--- src/rtl/lsu_unit.sv ---
// Load/store unit for the RV32I execute/memory path.
// Accepts one memory operation at a time, steers byte lanes, detects
// misaligned and illegal-width accesses, and extends load results.
//
// state  | meaning
// -------+----------------------------------------------------------
// IDLE   | req_ready high, waiting for an operation from execute
// ACCESS | mem_req held with stable address/data until mem_ack
// RESP   | one-cycle rsp_valid pulse carrying result or fault flags

module lsu_unit #(
   parameter int AW = 32
) (
   input  logic          clk,
   input  logic          rst_n,
   input  logic          req_valid,
   output logic          req_ready,
   input  logic          req_we,
   input  logic [2:0]    req_funct3,
   input  logic [AW-1:0] req_addr,
   input  logic [AW-1:0] req_wdata,
   output logic          mem_req,
   output logic          mem_we,
   output logic [AW-1:0] mem_addr,
   output logic [AW-1:0] mem_wdata,
   output logic [3:0]    mem_be,
   input  logic          mem_ack,
   input  logic [AW-1:0] mem_rdata,
   output logic          rsp_valid,
   output logic [AW-1:0] rsp_rdata,
   output logic          misaligned,
   output logic          illegal
);

   typedef enum logic [1:0] {
      IDLE   = 2'd0,
      ACCESS = 2'd1,
      RESP   = 2'd2
   } state_t;

   state_t        state_q, state_d;
   logic [1:0]    off_q, off_d;
   logic [2:0]    f3_q, f3_d;

   logic          mem_req_d, mem_we_d, rsp_valid_d, misaligned_d, illegal_d;
   logic [AW-1:0] mem_addr_d, mem_wdata_d, rsp_rdata_d;
   logic [3:0]    mem_be_d;

   logic          ill_in, mis_in;
   logic [3:0]    be_in;
   logic [AW-1:0] wdata_in;
   logic [AW-1:0] lane, ext;

   assign req_ready = (state_q == IDLE);

   // Decode the incoming request: legality, alignment, lanes and store data.
   always_comb begin
      ill_in   = 1'b0;
      mis_in   = 1'b0;
      be_in    = 4'b1111;
      wdata_in = '0;
      // Stores only have B/H/W; loads additionally allow BU/HU.
      if (req_we)
         ill_in = req_funct3[2] | (req_funct3[1:0] == 2'b11);
      else
         ill_in = (req_funct3 == 3'b011) | (req_funct3[2:1] == 2'b11);
      case (req_funct3[1:0])
         2'b00:   be_in = 4'b0001 << req_addr[1:0];
         2'b01: begin
            be_in  = 4'b0011 << req_addr[1:0];
            mis_in = req_addr[0];
         end
         default: begin
            be_in  = 4'b1111;
            mis_in = |req_addr[1:0];
         end
      endcase
      // An illegal width never reports misalignment.
      mis_in = mis_in & ~ill_in;
      if (req_we) begin
         case (req_funct3[1:0])
            2'b00:   wdata_in = {4{req_wdata[7:0]}};
            2'b01:   wdata_in = {2{req_wdata[15:0]}};
            default: wdata_in = req_wdata;
         endcase
      end
   end

   // Shift the addressed lane down and extend according to the latched width.
   always_comb begin
      lane = mem_rdata >> {off_q, 3'b000};
      case (f3_q)
         3'b000:  ext = {{(AW-8){lane[7]}}, lane[7:0]};
         3'b100:  ext = {{(AW-8){1'b0}}, lane[7:0]};
         3'b001:  ext = {{(AW-16){lane[15]}}, lane[15:0]};
         3'b101:  ext = {{(AW-16){1'b0}}, lane[15:0]};
         default: ext = lane;
      endcase
   end

   // Next-state and next-output logic; every output is registered below.
   always_comb begin
      state_d      = state_q;
      off_d        = off_q;
      f3_d         = f3_q;
      mem_req_d    = mem_req;
      mem_we_d     = mem_we;
      mem_addr_d   = mem_addr;
      mem_wdata_d  = mem_wdata;
      mem_be_d     = mem_be;
      rsp_valid_d  = rsp_valid;
      rsp_rdata_d  = rsp_rdata;
      misaligned_d = misaligned;
      illegal_d    = illegal;
      case (state_q)
         IDLE: begin
            if (req_valid) begin
               off_d = req_addr[1:0];
               f3_d  = req_funct3;
               if (ill_in | mis_in) begin
                  state_d      = RESP;
                  rsp_valid_d  = 1'b1;
                  rsp_rdata_d  = '0;
                  illegal_d    = ill_in;
                  misaligned_d = mis_in;
               end else begin
                  state_d     = ACCESS;
                  mem_req_d   = 1'b1;
                  mem_we_d    = req_we;
                  mem_addr_d  = {req_addr[AW-1:2], 2'b00};
                  mem_be_d    = be_in;
                  mem_wdata_d = wdata_in;
               end
            end
         end
         ACCESS: begin
            if (mem_ack) begin
               state_d     = RESP;
               mem_req_d   = 1'b0;
               rsp_valid_d = 1'b1;
               rsp_rdata_d = mem_we ? '0 : ext;
            end
         end
         RESP: begin
            state_d      = IDLE;
            rsp_valid_d  = 1'b0;
            misaligned_d = 1'b0;
            illegal_d    = 1'b0;
         end
         default: state_d = IDLE;
      endcase
   end

   // State and output registers; reset abandons any transaction in flight.
   always_ff @(posedge clk or negedge rst_n) begin
      if (!rst_n) begin
         state_q    <= IDLE;
         off_q      <= '0;
         f3_q       <= '0;
         mem_req    <= 1'b0;
         mem_we     <= 1'b0;
         mem_addr   <= '0;
         mem_wdata  <= '0;
         mem_be     <= '0;
         rsp_valid  <= 1'b0;
         rsp_rdata  <= '0;
         misaligned <= 1'b0;
         illegal    <= 1'b0;
      end else begin
         state_q    <= state_d;
         off_q      <= off_d;
         f3_q       <= f3_d;
         mem_req    <= mem_req_d;
         mem_we     <= mem_we_d;
         mem_addr   <= mem_addr_d;
         mem_wdata  <= mem_wdata_d;
         mem_be     <= mem_be_d;
         rsp_valid  <= rsp_valid_d;
         rsp_rdata  <= rsp_rdata_d;
         misaligned <= misaligned_d;
         illegal    <= illegal_d;
      end
   end

endmodule

--- config.mk ---
export PLATFORM = sky130hd
export DESIGN_NAME = lsu_unit
export DESIGN_NICKNAME = d
export VERILOG_FILES = /design/src/rtl/lsu_unit.sv
export SDC_FILE = /design/constraint.sdc
export NUM_CORES = 1
export LEC_CHECK = 0
export ABC_AREA = 1
export CORE_MARGIN = 2
export CORE_UTILIZATION = 45
export CTS_CLUSTER_SIZE = 28
export DETAILED_ROUTE_END_ITERATION = 6
export GPL_TIMING_DRIVEN = 0
export HOLD_SLACK_MARGIN = 0.1
export PLACE_DENSITY_LB_ADDON = 0.08
export SLEW_MARGIN = 20
export SYNTH_ARGS = -nofsm -noshare
export SYNTH_HDL_FRONTEND = slang
export SYNTH_SLANG_ARGS = --single-unit
--- constraint.sdc ---
create_clock -name clk -period 1.9 [get_ports clk]
set_input_delay 0.38 -clock clk [delete_from_list [all_inputs] [get_ports clk]]
set_output_delay 0.38 -clock clk [all_outputs]
set_load 0.02 [all_outputs]
==> summary.json, run 1 <==
{
  "worstSetupPathType": {"value": "flip-flop to output port"},
  "critical-path-top-delay-family": {"value": "buffers and inverters"},
  "count_of_nets_left_with_antenna_violations_after_detail_routing": {"value": 0},
  "slew_headroom": {"value": 65.6, "unit": "%"},
  "status": {"value": "completed"},
  "synth-seq-area-share": {"value": 50.0, "unit": "%"},
  "design.die.area": {"value": 13100, "unit": "um2"},
  "cts_inserted_buffers": {"value": 9},
  "r2r-end": {"value": "rsp_rdata[23]"},
  "leakagePower": {"value": 0.00401, "unit": "uW"},
  "number_of_buffers_on_the_longest_clock_path": {"value": 2},
  "timing.clock.skew": {"value": 0.0101, "unit": "ns"},
  "fillCellCount": {"value": 1070},
  "worst_hold_path_type": {"value": "primary input to flip-flop"},
  "io_buffer_count": {"value": 205},
  "core.rowCount": {"value": 40},
  "biggest_area_consumer_among_synthesized_cells": {"value": "dfrtp_1"},
  "first_global_vias": {"value": 5305},
  "yosysWarnings": {"value": 0},
  "yosys_most_used_dff": {"value": "dfrtp_1"},
  "synth_seq_cells": {"value": 110},
  "rsz0062_at_grt": {"value": "no"},
  "setup_viol_count_final": {"value": 0},
  "cp-startpoint": {"value": "mem_we"},
  "floorplan.die.height": {"value": 115, "unit": "um"},
  "slowest_cp_cell": {"value": "clkdlybuf4s50_1"},
  "worst-path-buf-inv": {"value": 1},
  "largest_net_degree_at_the_start_of_global_routing": {"value": 68},
  "tightestPinTransition": {"value": 0.514, "unit": "ns"},
  "insertedDiodeCount": {"value": 0},
  "multiInputGateArea": {"value": 2390, "unit": "um2"},
  "pwr_density_cell": {"value": 1470, "unit": "nW/um2"},
  "critical_path_cell_count": {"value": 1},
  "setup.worst_path.end": {"value": "mem_we"},
  "synth_common_cells": {"value": "nand2_1 (405), dfrtp_1 (110), nor2_1 (55), o21ai_0 (40), inv_1 (26)"},
  "endpoint_kind": {"value": "output port"},
  "die_x": {"value": 115, "unit": "um"},
  "critical_path_arrival": {"value": 1.44, "unit": "ns"},
  "p_sw_share": {"value": 42.1, "unit": "%"},
  "clock_power_share": {"value": 15.4, "unit": "%"},
  "layout-area-overhead-vs-synth": {"value": 46.9, "unit": "%"},
  "placement.setup.worst_slack": {"value": -0.303, "unit": "ns"},
  "share_comb_of_total_power": {"value": 52.4, "unit": "%"},
  "cts-root-buf": {"value": "clkbuf_16"},
  "dr_total_vias": {"value": 5498},
  "postPlaceCellArea": {"value": 7770, "unit": "um2"},
  "synth_enable_flop_cells": {"value": 0},
  "post_layout_nets": {"value": 1080},
  "slew_violations": {"value": 0},
  "detailedPlacementHpwl": {"value": 12100, "unit": "um"},
  "min_period": {"value": 1.82, "unit": "ns"},
  "vias_per_cell": {"value": 4.87},
  "regToRegStartpoint": {"value": "off_q[0]"},
  "antenna_found_initial": {"value": 0},
  "postLayoutSetupSlackWorst": {"value": 0.0842, "unit": "ns"},
  "drt_first_pass_iters": {"value": 5},
  "critPathMaxFanout": {"value": 4},
  "synth.most_common_cell": {"value": "nand2_1"},
  "grt_pass1_wl": {"value": 25900, "unit": "um"},
  "totalPowerFinal": {"value": 11900, "unit": "uW"},
  "switching_power": {"value": 5000, "unit": "uW"},
  "post_synth_main_area_contributors": {"value": "dfrtp_1 (50%), nand2_1 (28%), nor2_1 (3.8%), o21ai_0 (3.6%), inv_1 (1.8%)"},
  "route.detailed.wl_per_inst": {"value": 14.1, "unit": "um"},
  "synth.lib_cells_used.distinct": {"value": 28},
  "power_report.internal_total": {"value": 6870, "unit": "uW"},
  "core_area": {"value": 12000, "unit": "um2"},
  "global_route.usage.total": {"value": 25.2, "unit": "%"},
  "drt_drc_violations_left": {"value": 0},
  "timing.max_cap.violations": {"value": 0},
  "drive_above_1_share": {"value": 6.63, "unit": "%"},
  "mean_cell_area_of_the_mapped_netlist": {"value": 7.28, "unit": "um2"},
  "worstHoldStart": {"value": "req_funct3[1]"},
  "finalHoldViolCount": {"value": 0},
  "netlist_area": {"value": 5500, "unit": "um2"},
  "worst_path_required": {"value": 1.52, "unit": "ns"},
  "grt_overflow": {"value": 0},
  "ff_latch_area": {"value": 2750, "unit": "um2"},
  "clk_pin_slew": {"value": 0.07, "unit": "ns"},
  "post_synth_inst_count": {"value": 756},
  "irDropWorstVdd": {"value": 0.907, "unit": "mV"},
  "drt_wl_total": {"value": 16000, "unit": "um"},
  "htree_levels": {"value": 3},
  "sequentialPowerShare": {"value": 32.1, "unit": "%"},
  "cts_sinks": {"value": 110},
  "drt-initial-drc-count": {"value": 357},
  "rrSetupSlack": {"value": 0.26, "unit": "ns"},
  "clock_tree_from_tritoncts": {"value": "built"},
  "io_pins": {"value": 210},
  "starting_density_of_the_core": {"value": 46.0, "unit": "%"},
  "fmaxAchievable": {"value": 551, "unit": "MHz"},
  "timing.reg2reg.worst_path_depth": {"value": 9},
  "design_area": {"value": 8080, "unit": "um2"},
  "synth_top_area_share": {"value": 50.0, "unit": "%"},
  "synthArstFlopShare": {"value": 100, "unit": "%"},
  "critPathLaunchType": {"value": "flip-flop"},
  "min_period_over_period": {"value": 95.6, "unit": "%"},
  "gp_congestion": {"value": 0.958},
  "critical-path-max-stage-delay": {"value": 0.66, "unit": "ns"},
  "cp_cell_sequence": {"value": "clkdlybuf4s50_1"},
  "clkLatencyLatePin": {"value": 0.35, "unit": "ns"}
}
## logic make-up (layout without fill, tap and decap cells)
| kind of cell | after synthesis | count (layout) | synth area share, % |
|---|---|---|---|
| AOI/OAI and AO/OA | 87 | 87 | 8.62 |
| buffers and inverters | 73 | 297 | 6.75 |
| DFF | 110 | 110 | 50.0 |
| other | 1 | 2 | 0.0682 |
| and+or+nand+nor | 485 | 485 | 34.5 |
## what timing repair did
item                                   in CTS  in global routing
setup buffers                               0                  1
hold buffers                                1                  0
setup endpoints to repair                   1                 64
endpoints found under the hold margin      43                  0
gates resized for setup                     1                 12
## worst min-delay path by stage
stage,to,cells after the start
after global placement,mem_addr[18],2
after floorplan,f3_q[0],0
final,mem_be[3],3
after detailed placement,rsp_rdata[2],1
after global routing,mem_wdata[16],3
after CTS,mem_be[3],3
## flip-flops by register name, summed over array words and instances (netlist names), 2 cells and up
signal,flops
f3_q,3
mem_addr,30
mem_be,4
mem_wdata,32
off_q,2
rsp_rdata,32
state_q,2
## power by group through the flow
| stage | clock network [uW] | registers (uW) | logic (uW) |
|---|---|---|---|
| 2_1_floorplan | 0 | 4880 | 2380 |
| 5_1_grt | 1960 | 3930 | 6800 |
| 6_report | 1830 | 3810 | 6220 |
| 3_3_place_gp | 0 | 3840 | 6170 |
| 3_5_place_dp | 0 | 3820 | 6240 |
| 4_1_cts | 1870 | 3810 | 6250 |
## layer usage
layer	up-vias	wire length, um	GRT usage [%]
li1	2796	-	-
met1	2485	6870	32.3
met2	188	7530	40.8
met3	29	1170	6.30
met4	0	389	10.1
met5	-	0	0
## through the flow
step | utilization (%) | std cells | hold slack (ns) | TNS [ns]
floorplan | - | 757 | 0.0844 | 0
global placement | 64.7 | 1109 | 0.462 | -434.95
detailed placement | 65.0 | 1110 | 0.327 | -20.09
CTS | 67.4 | 1127 | 0.353 | 0
global route | 67.6 | 1128 | 0.380 | 0
finish | 67.6 | 1128 | 0.370 | 0
## cell type report
| type | count | share of cell area (%) |
|---|---|---|
| Buffer | 45 | 3.37 |
| Clock buffer | 10 | 2.83 |
| Clock inverter | 6 | 0.635 |
| Inverter | 28 | 1.33 |
| Multi-Input combinational cell | 574 | 29.5 |
| Sequential cell | 110 | 34.1 |
| Tap cell | 147 | 2.28 |
| Timing Repair Buffer | 208 | 26.0 |
## placed cells by master, fill, tap and decap left out, drive strengths merged, types with 2 or more instances in the layout
cell type / n
clkdlybuf4s50: 202
a31oi: 7
conb: 2
buf: 34
nand3: 16
nand4: 3
clkinv: 2
o21ai: 52
a21oi: 19
dfrtp: 110
nand2: 406
clkbuf: 24
nor2: 58
o221ai: 7
inv: 32
(Power assumes the default switching activity.)
==> inputs of run 2 (changes only) <==
--- a/config.mk
+++ b/config.mk
@@ -12,8 +12,10 @@
 export DETAILED_ROUTE_END_ITERATION = 6
 export GPL_TIMING_DRIVEN = 0
 export HOLD_SLACK_MARGIN = 0.1
-export PLACE_DENSITY_LB_ADDON = 0.08
+export PLACE_DENSITY = 0.9
+export REMOVE_ABC_BUFFERS = 1
 export SLEW_MARGIN = 20
 export SYNTH_ARGS = -nofsm -noshare
 export SYNTH_HDL_FRONTEND = slang
 export SYNTH_SLANG_ARGS = --single-unit
+export TNS_END_PERCENT = 30
==> summary.json, run 2 (same netlist as run 1, synthesis figures left out) <==
{
  "status": {"value": "completed"},
  "gp_congestion": {"value": 0.848, "change": "-11%"},
  "leakagePower": {"value": 0.00393, "unit": "uW", "change": "-1.8%"},
  "drive_above_1_share": {"value": 6.05, "unit": "%", "change": "-0.57 points"},
  "grt_pass1_wl": {"value": 28300, "unit": "um", "change": "+9.4%"},
  "tightestPinTransition": {"value": 0.642, "unit": "ns", "change": "+0.128 ns"},
  "clkLatencyLatePin": {"value": 0.36, "unit": "ns", "change": "about the same"},
  "design_area": {"value": 8110, "unit": "um2", "change": "+0.39%"},
  "placement.setup.worst_slack": {"value": -1.35, "unit": "ns", "change": "-1.05 ns"},
  "detailedPlacementHpwl": {"value": 11600, "unit": "um", "change": "-4.2%"},
  "grt_overflow": {"value": 0, "change": "unchanged"},
  "finish.utilization": {"value": 67.8, "unit": "%", "change": "+0.26 points"},
  "layout-area-overhead-vs-synth": {"value": 47.5, "unit": "%"},
  "critical-path-top-delay-family": {"value": "buffers and inverters"},
  "endpoint_kind": {"value": "flip-flop"},
  "die_x": {"value": 115, "unit": "um", "change": "unchanged"},
  "cts_sinks": {"value": 110, "change": "unchanged"},
  "route.detailed.wl_per_inst": {"value": 16.5, "unit": "um", "change": "+17%"},
  "drt-initial-drc-count": {"value": 557, "change": "+56%"},
  "first_global_vias": {"value": 5706, "change": "+7.6%"},
  "io_pins": {"value": 210, "change": "unchanged"},
  "reg.largest.list": {"value": "mem_wdata x32, rsp_rdata x32, mem_addr x30"},
  "slowest_cp_cell": {"value": "clkdlybuf4s15_2"},
  "fillCellCount": {"value": 939, "change": "-12%"},
  "post_layout_nets": {"value": 1057, "change": "-2.1%"},
  "starting_density_of_the_core": {"value": 46.0, "unit": "%", "change": "unchanged"},
  "largest_net_degree_at_the_start_of_global_routing": {"value": 57, "change": "-16%"},
  "cp_cell_sequence": {"value": "clkdlybuf4s15_2 > inv_6 > nand2_1 > nand2_1 > inv_1 > nor2_4 > buf_12 > nand3_4 > nand2_1 > nand2_1"},
  "antenna_found_initial": {"value": 2, "change": "+2"},
  "slew_violations": {"value": 0, "change": "unchanged"},
  "number_of_buffers_on_the_longest_clock_path": {"value": 2, "change": "unchanged"},
  "drt_first_pass_iters": {"value": 5, "change": "unchanged"},
  "critical_path_arrival": {"value": 2.08, "unit": "ns", "change": "+0.64 ns"},
  "worst_path_required": {"value": 2.16, "unit": "ns", "change": "+0.64 ns"},
  "io_buffer_count": {"value": 207, "change": "+0.98%"},
  "layout.cells.most_common_list": {"value": "nand2_1 (404), clkdlybuf4s50_1 (201), dfrtp_1 (108), nor2_1 (53), o21ai_0 (39)"},
  "clock_tree_from_tritoncts": {"value": "built"},
  "worst_path_most_repeated_cell": {"value": "nand2_1"},
  "min_period_over_period": {"value": 95.9, "unit": "%", "change": "+0.37 points"},
  "floorplan.die.height": {"value": 115, "unit": "um", "change": "unchanged"},
  "min_period": {"value": 1.82, "unit": "ns", "change": "+0.00710 ns"},
  "fmaxAchievable": {"value": 549, "unit": "MHz", "change": "-0.39%"},
  "clk_pin_slew": {"value": 0.08, "unit": "ns", "change": "about the same"},
  "finalHoldWorstSlack": {"value": 0.404, "unit": "ns", "change": "+0.0337 ns"},
  "slew_headroom": {"value": 57.2, "unit": "%", "change": "-8.4 points"},
  "cts_inserted_buffers": {"value": 9, "change": "unchanged"},
  "timing.max_cap.violations": {"value": 0, "change": "unchanged"},
  "worstSetupPathType": {"value": "primary input to flip-flop"},
  "cts-root-buf": {"value": "clkbuf_16"},
  "irDropWorstVdd": {"value": 0.875, "unit": "mV", "change": "-3.5%"},
  "global_route.usage.total": {"value": 28.0, "unit": "%", "change": "+2.8 points"},
  "setup_viol_count_final": {"value": 0, "change": "unchanged"},
  "pwr_density_cell": {"value": 1500, "unit": "nW/um2", "change": "+2.1%"},
  "vias_per_cell": {"value": 5.25, "change": "+7.6%"},
  "worst-path-buf-inv": {"value": 4, "change": "+3"},
  "count_of_nets_left_with_antenna_violations_after_detail_routing": {"value": 0, "change": "unchanged"},
  "dr_total_vias": {"value": 5803, "change": "+5.5%"},
  "finalHoldViolCount": {"value": 0, "change": "unchanged"},
  "postPlaceCellArea": {"value": 7580, "unit": "um2", "change": "-2.4%"},
  "critPathLaunchType": {"value": "primary input"},
  "drt_wl_total": {"value": 18300, "unit": "um", "change": "+15%"},
  "critical-path-max-stage-delay": {"value": 0.39, "unit": "ns", "change": "-0.27 ns"},
  "worst_hold_path_type": {"value": "primary input to flip-flop"},
  "design.die.area": {"value": 13100, "unit": "um2", "change": "unchanged"},
  "drt_drc_violations_left": {"value": 0, "change": "unchanged"},
  "timing.clock.skew": {"value": 0.00781, "unit": "ns", "change": "-0.00224 ns"},
  "layout.cells.most_common": {"value": "nand2_1"},
  "critPathMaxFanout": {"value": 22, "change": "+18"},
  "core.rowCount": {"value": 40, "change": "unchanged"},
  "htree_levels": {"value": 3, "change": "unchanged"},
  "core_area": {"value": 12000, "unit": "um2", "change": "unchanged"},
  "postLayoutSetupSlackWorst": {"value": 0.0771, "unit": "ns", "change": "-0.00710 ns"}
}
==> run 2: layer usage <==
layer	vias up	part of all wire (%)	GRT usage, %
met2	316	46	45.2
met1	2669	38	33.0
met3	53	12	12.6
li1	2763	-	-
met5	-	0.071	0
met4	2	3.5	9.76
==> run 2: final timing paths <==
kind	slack (ns)	end	start	cells after the start
max	0.08	mem_wdata[11]	req_we	10
min	0.40	f3_q[0]	req_funct3[0]	3
max reg2reg	0.12	rsp_rdata[20]	state_q[0]	9
min reg2reg	0.48	mem_addr[16]	mem_addr[16]	2
max in group asynchronous	0.67	off_q[0]	rst_n	3
min in group asynchronous	0.56	rsp_rdata[19]	rst_n	2
==> run 2: cell type report <==
cell class | count | area [um2] | share of cell area (%)
repair inverters | 3 | 16.3 | 0.200
flip-flops and latches | 110 | 2760 | 34.0
repair buffers | 222 | 2250 | 27.8
diodes | 1 | 2.50 | 0.0308
inverters | 28 | 123 | 1.51
clock buffers | 9 | 225 | 2.78
clock inverters | 7 | 57.6 | 0.709
well taps | 147 | 184 | 2.27
multi-input cells | 579 | 2490 | 30.7
==> run 2: metrics by stage <==
step / TNS, ns / power, uW / std cells
6_report: 0 / 12200 / 1106
5_1_grt: -0.0389 / 12900 / 1106
2_1_floorplan: -38.00 / 7010 / 712
3_3_place_gp: -613.09 / 9730 / 1066
3_5_place_dp: -110.58 / 9930 / 1069
4_1_cts: 0 / 12100 / 1101
==> run 2: where the power goes <==
part	switching (uW)	internal (uW)	leakage [uW]	total (uW)
Combinational	3620	2670	0.00237	6290
Sequential	757	3280	0.00143	4040
Clock	925	909	0.000139	1830
==> run 2: worst min-delay path: stages <==
cell and delay [ns]:
dlymetal6s2s_1 0.19, nand3_1 0.11, nand2_1 0.04
==> run 2: timing repair <==
action,4_1_cts,5_1_grt
setup endpoints to repair,106,88
pin swaps,6,4
endpoints found under the hold margin,54,0
hold buffers,1,0
cloned,6,2
gates resized for setup,18,10
buffers inserted,9,2
==> inputs of run 3 (changes only) <==
--- a/config.mk
+++ b/config.mk
@@ -6,6 +6,7 @@
 export NUM_CORES = 1
 export LEC_CHECK = 0
 export ABC_AREA = 1
+export CAP_MARGIN = 20
 export CORE_MARGIN = 2
 export CORE_UTILIZATION = 45
 export CTS_CLUSTER_SIZE = 28
==> constraint.sdc (replaced) <==
create_clock -name clk -period 2 [get_ports clk]
set_input_delay 0.4 -clock clk [delete_from_list [all_inputs] [get_ports clk]]
set_output_delay 0.4 -clock clk [all_outputs]
set_load 0.02 [all_outputs]
==> summary.json, run 3 (same netlist as run 1, synthesis figures left out) <==
{
  "setup-tns-final": {"value": 0, "unit": "ns", "change": "unchanged"},
  "number_of_buffers_on_the_longest_clock_path": {"value": 2, "change": "unchanged"},
  "rrSetupSlack": {"value": 0.10, "unit": "ns", "change": "-0.02 ns"},
  "status": {"value": "completed"},
  "cts-root-buf": {"value": "clkbuf_16"},
  "cts_sinks": {"value": 110, "change": "unchanged"},
  "global_route.usage.total": {"value": 27.8, "unit": "%", "change": "-0.20 points"},
  "timing.clock.skew": {"value": 0.00817, "unit": "ns", "change": "+0.000363 ns"},
  "critical_path_arrival": {"value": 2.14, "unit": "ns", "change": "+0.06 ns"},
  "fmaxAchievable": {"value": 527, "unit": "MHz"},
  "worst_path_most_repeated_cell": {"value": "nand2_1"},
  "critical-path-max-stage-delay": {"value": 0.57, "unit": "ns", "change": "+0.18 ns"},
  "count_of_nets_left_with_antenna_violations_after_detail_routing": {"value": 0, "change": "unchanged"},
  "min_period": {"value": 1.90, "unit": "ns"},
  "switching_power": {"value": 4980, "unit": "uW", "change": "-5.9%"},
  "antenna_found_initial": {"value": 2, "change": "unchanged"},
  "design.die.area": {"value": 13100, "unit": "um2", "change": "unchanged"},
  "critical_path_cell_count": {"value": 7, "change": "-3"},
  "worst-path-buf-inv": {"value": 1, "change": "-3"},
  "irDropWorstVdd": {"value": 0.821, "unit": "mV", "change": "-6.2%"},
  "timing.reg2reg.worst_path_depth": {"value": 7, "change": "-2"},
  "cts_inserted_buffers": {"value": 9, "change": "unchanged"},
  "die_x": {"value": 115, "unit": "um", "change": "unchanged"},
  "drive_above_1_share": {"value": 5.65, "unit": "%", "change": "-0.40 points"},
  "setup.worst_path.end": {"value": "rsp_rdata[25]"},
  "worst_path_required": {"value": 2.24, "unit": "ns", "change": "+0.08 ns"},
  "postPlaceCellArea": {"value": 7580, "unit": "um2", "change": "unchanged"},
  "layout-area-overhead-vs-synth": {"value": 46.3, "unit": "%"},
  "clock_power_share": {"value": 15.2, "unit": "%", "change": "about the same"},
  "worst_hold_path_type": {"value": "primary input to flip-flop"},
  "leakagePower": {"value": 0.00392, "unit": "uW", "change": "-0.41%"},
  "tightestPinTransition": {"value": 0.643, "unit": "ns", "change": "+0.00191 ns"},
  "io_pins": {"value": 210, "change": "unchanged"},
  "cp-startpoint": {"value": "off_q[0]"},
  "finalHoldViolCount": {"value": 0, "change": "unchanged"},
  "clock_tree_from_tritoncts": {"value": "built"},
  "route.detailed.wl_per_inst": {"value": 16.1, "unit": "um", "change": "-2.5%"},
  "sequentialPowerShare": {"value": 33.3, "unit": "%", "change": "about the same"},
  "core_area": {"value": 12000, "unit": "um2", "change": "unchanged"},
  "clkLatencyLatePin": {"value": 0.36, "unit": "ns", "change": "about the same"},
  "drt-initial-drc-count": {"value": 470, "change": "-16%"},
  "layout.cells.most_common_list": {"value": "nand2_1 (404), clkdlybuf4s50_1 (201), dfrtp_1 (108), nor2_1 (53), o21ai_0 (38)"},
  "clk_pin_slew": {"value": 0.08, "unit": "ns", "change": "about the same"},
  "floorplan.die.height": {"value": 115, "unit": "um", "change": "unchanged"},
  "gp_congestion": {"value": 0.848, "change": "unchanged"},
  "regToRegStartpoint": {"value": "off_q[0]"},
  "r2r-end": {"value": "rsp_rdata[25]"},
  "dr_total_vias": {"value": 5774, "change": "-0.50%"},
  "layout.cells.most_common": {"value": "nand2_1"},
  "fillCellCount": {"value": 953, "change": "+1.5%"},
  "critPathMaxFanout": {"value": 16, "change": "-27%"},
  "placement.setup.worst_slack": {"value": -1.27, "unit": "ns", "change": "+0.0800 ns"},
  "slowest_cp_cell": {"value": "dfrtp_4"},
  "starting_density_of_the_core": {"value": 46.0, "unit": "%", "change": "unchanged"},
  "endpoint_kind": {"value": "flip-flop"},
  "htree_levels": {"value": 3, "change": "unchanged"},
  "postLayoutSetupSlackWorst": {"value": 0.102, "unit": "ns", "change": "+0.0250 ns"},
  "cp_cell_sequence": {"value": "clkinvlp_4 > nand2_1 > nand3_1 > nand3_2 > nand3b_2 > nand2_1 > nand2_1"},
  "slew_headroom": {"value": 57.1, "unit": "%", "change": "-0.13 points"},
  "min_period_over_period": {"value": 94.9, "unit": "%"},
  "setup_viol_count_final": {"value": 0, "change": "unchanged"},
  "drt_first_pass_iters": {"value": 5, "change": "unchanged"},
  "first_global_vias": {"value": 5651, "change": "-0.96%"},
  "worstSetupPathType": {"value": "flip-flop to flip-flop"},
  "post_layout_nets": {"value": 1054, "change": "-0.28%"},
  "core.rowCount": {"value": 40, "change": "unchanged"},
  "pwr_density_cell": {"value": 1430, "unit": "nW/um2", "change": "-4.7%"},
  "share_comb_of_total_power": {"value": 51.5, "unit": "%", "change": "-0.2 points"},
  "grt_pass1_wl": {"value": 28100, "unit": "um", "change": "-0.71%"},
  "power_report.internal_total": {"value": 6510, "unit": "uW", "change": "-5.1%"},
  "drt_wl_total": {"value": 17800, "unit": "um", "change": "-2.8%"},
  "io_buffer_count": {"value": 207, "change": "unchanged"},
  "reg.largest.list": {"value": "mem_wdata x32, rsp_rdata x32, mem_addr x30"},
  "critical-path-top-delay-family": {"value": "simple AND/OR/NAND/NOR gates"},
  "design_area": {"value": 8050, "unit": "um2", "change": "-0.77%"},
  "detailedPlacementHpwl": {"value": 11600, "unit": "um", "change": "unchanged"},
  "p_sw_share": {"value": 43.4, "unit": "%", "change": "-0.21 points"},
  "timing.max_cap.violations": {"value": 0, "change": "unchanged"},
  "largest_net_degree_at_the_start_of_global_routing": {"value": 57, "change": "unchanged"},
  "drt_drc_violations_left": {"value": 0, "change": "unchanged"},
  "critPathLaunchType": {"value": "flip-flop"},
  "slew_violations": {"value": 0, "change": "unchanged"},
  "vias_per_cell": {"value": 5.23, "change": "-0.23%"},
  "grt_overflow": {"value": 0, "change": "unchanged"}
}
## run 3: power groups by stage
stage          Combinational, uW  Clock (uW)  Sequential [uW]
2_1_floorplan               1920           0             4740
3_3_place_gp                5460           0             3790
3_5_place_dp                5620           0             3810
4_1_cts                     5820        1780             3840
5_1_grt                     6430        1880             3940
6_report                    5920        1740             3830
## run 3: per-layer routing
metal  up-vias  part of all wire (%)  global-route usage [%]
li1       2757                     -                       -
met1      2705                    39                    33.0
met2       276                    46                    44.7
met3        34                    12                    12.5
met4         2                   2.4                    9.43
met5         -                 0.073                       0
## run 3: worst min path at each step
| stage | startpoint | endpoint | slack (ns) | cells past startpoint |
|---|---|---|---|---|
| 2_1_floorplan | rst_n | f3_q[0] | 0.10 | 0 |
| 3_3_place_gp | rsp_rdata[8] | rsp_rdata[8] | 0.46 | 2 |
| 3_5_place_dp | rst_n | rsp_rdata[26] | 0.41 | 1 |
| 4_1_cts | rsp_rdata[12] | rsp_rdata[12] | 0.48 | 2 |
| 5_1_grt | req_funct3[0] | f3_q[0] | 0.43 | 3 |
| 6_report | req_funct3[0] | f3_q[0] | 0.43 | 3 |
## run 3: worst min-delay path: stages
cell,delay (ns)
dlymetal6s2s_1,0.20
nand3_1,0.12
nand2_1,0.04
## run 3: final cells by class
type                            count  area [um2]  area share [%]
Tap cell                          147         184            2.28
Clock buffer                        9         225            2.80
Timing Repair inverter              3        13.8           0.171
Sequential cell                   110        2760            34.3
Multi-Input combinational cell    577        2450            30.4
Inverter                           28         123            1.52
Antenna cell                        1        2.50          0.0311
Clock inverter                      7        57.6           0.715
Timing Repair Buffer              221        2240            27.8
## run 3: what timing repair did
| item | in CTS | in global routing |
|---|---|---|
| resized for setup | 17 | 5 |
| hold buffers | 1 | 0 |
| pin swaps | 2 | 3 |
| cloned | 6 | 0 |
| hold endpoints to repair | 54 | 0 |
| endpoints found under the setup margin | 106 | 73 |
| buffers inserted | 7 | 3 |
## run 3: through the flow
stage / power [uW] / instances / util, % / hold WS, ns
finish: 11500 / 1103 / 67.3 / 0.431
global route: 12200 / 1103 / 67.3 / 0.429
CTS: 11400 / 1099 / 67.0 / 0.484
detailed placement: 9430 / 1069 / 63.4 / 0.407
global placement: 9250 / 1066 / 62.7 / 0.460
floorplan: 6660 / 712 / - / 0.104
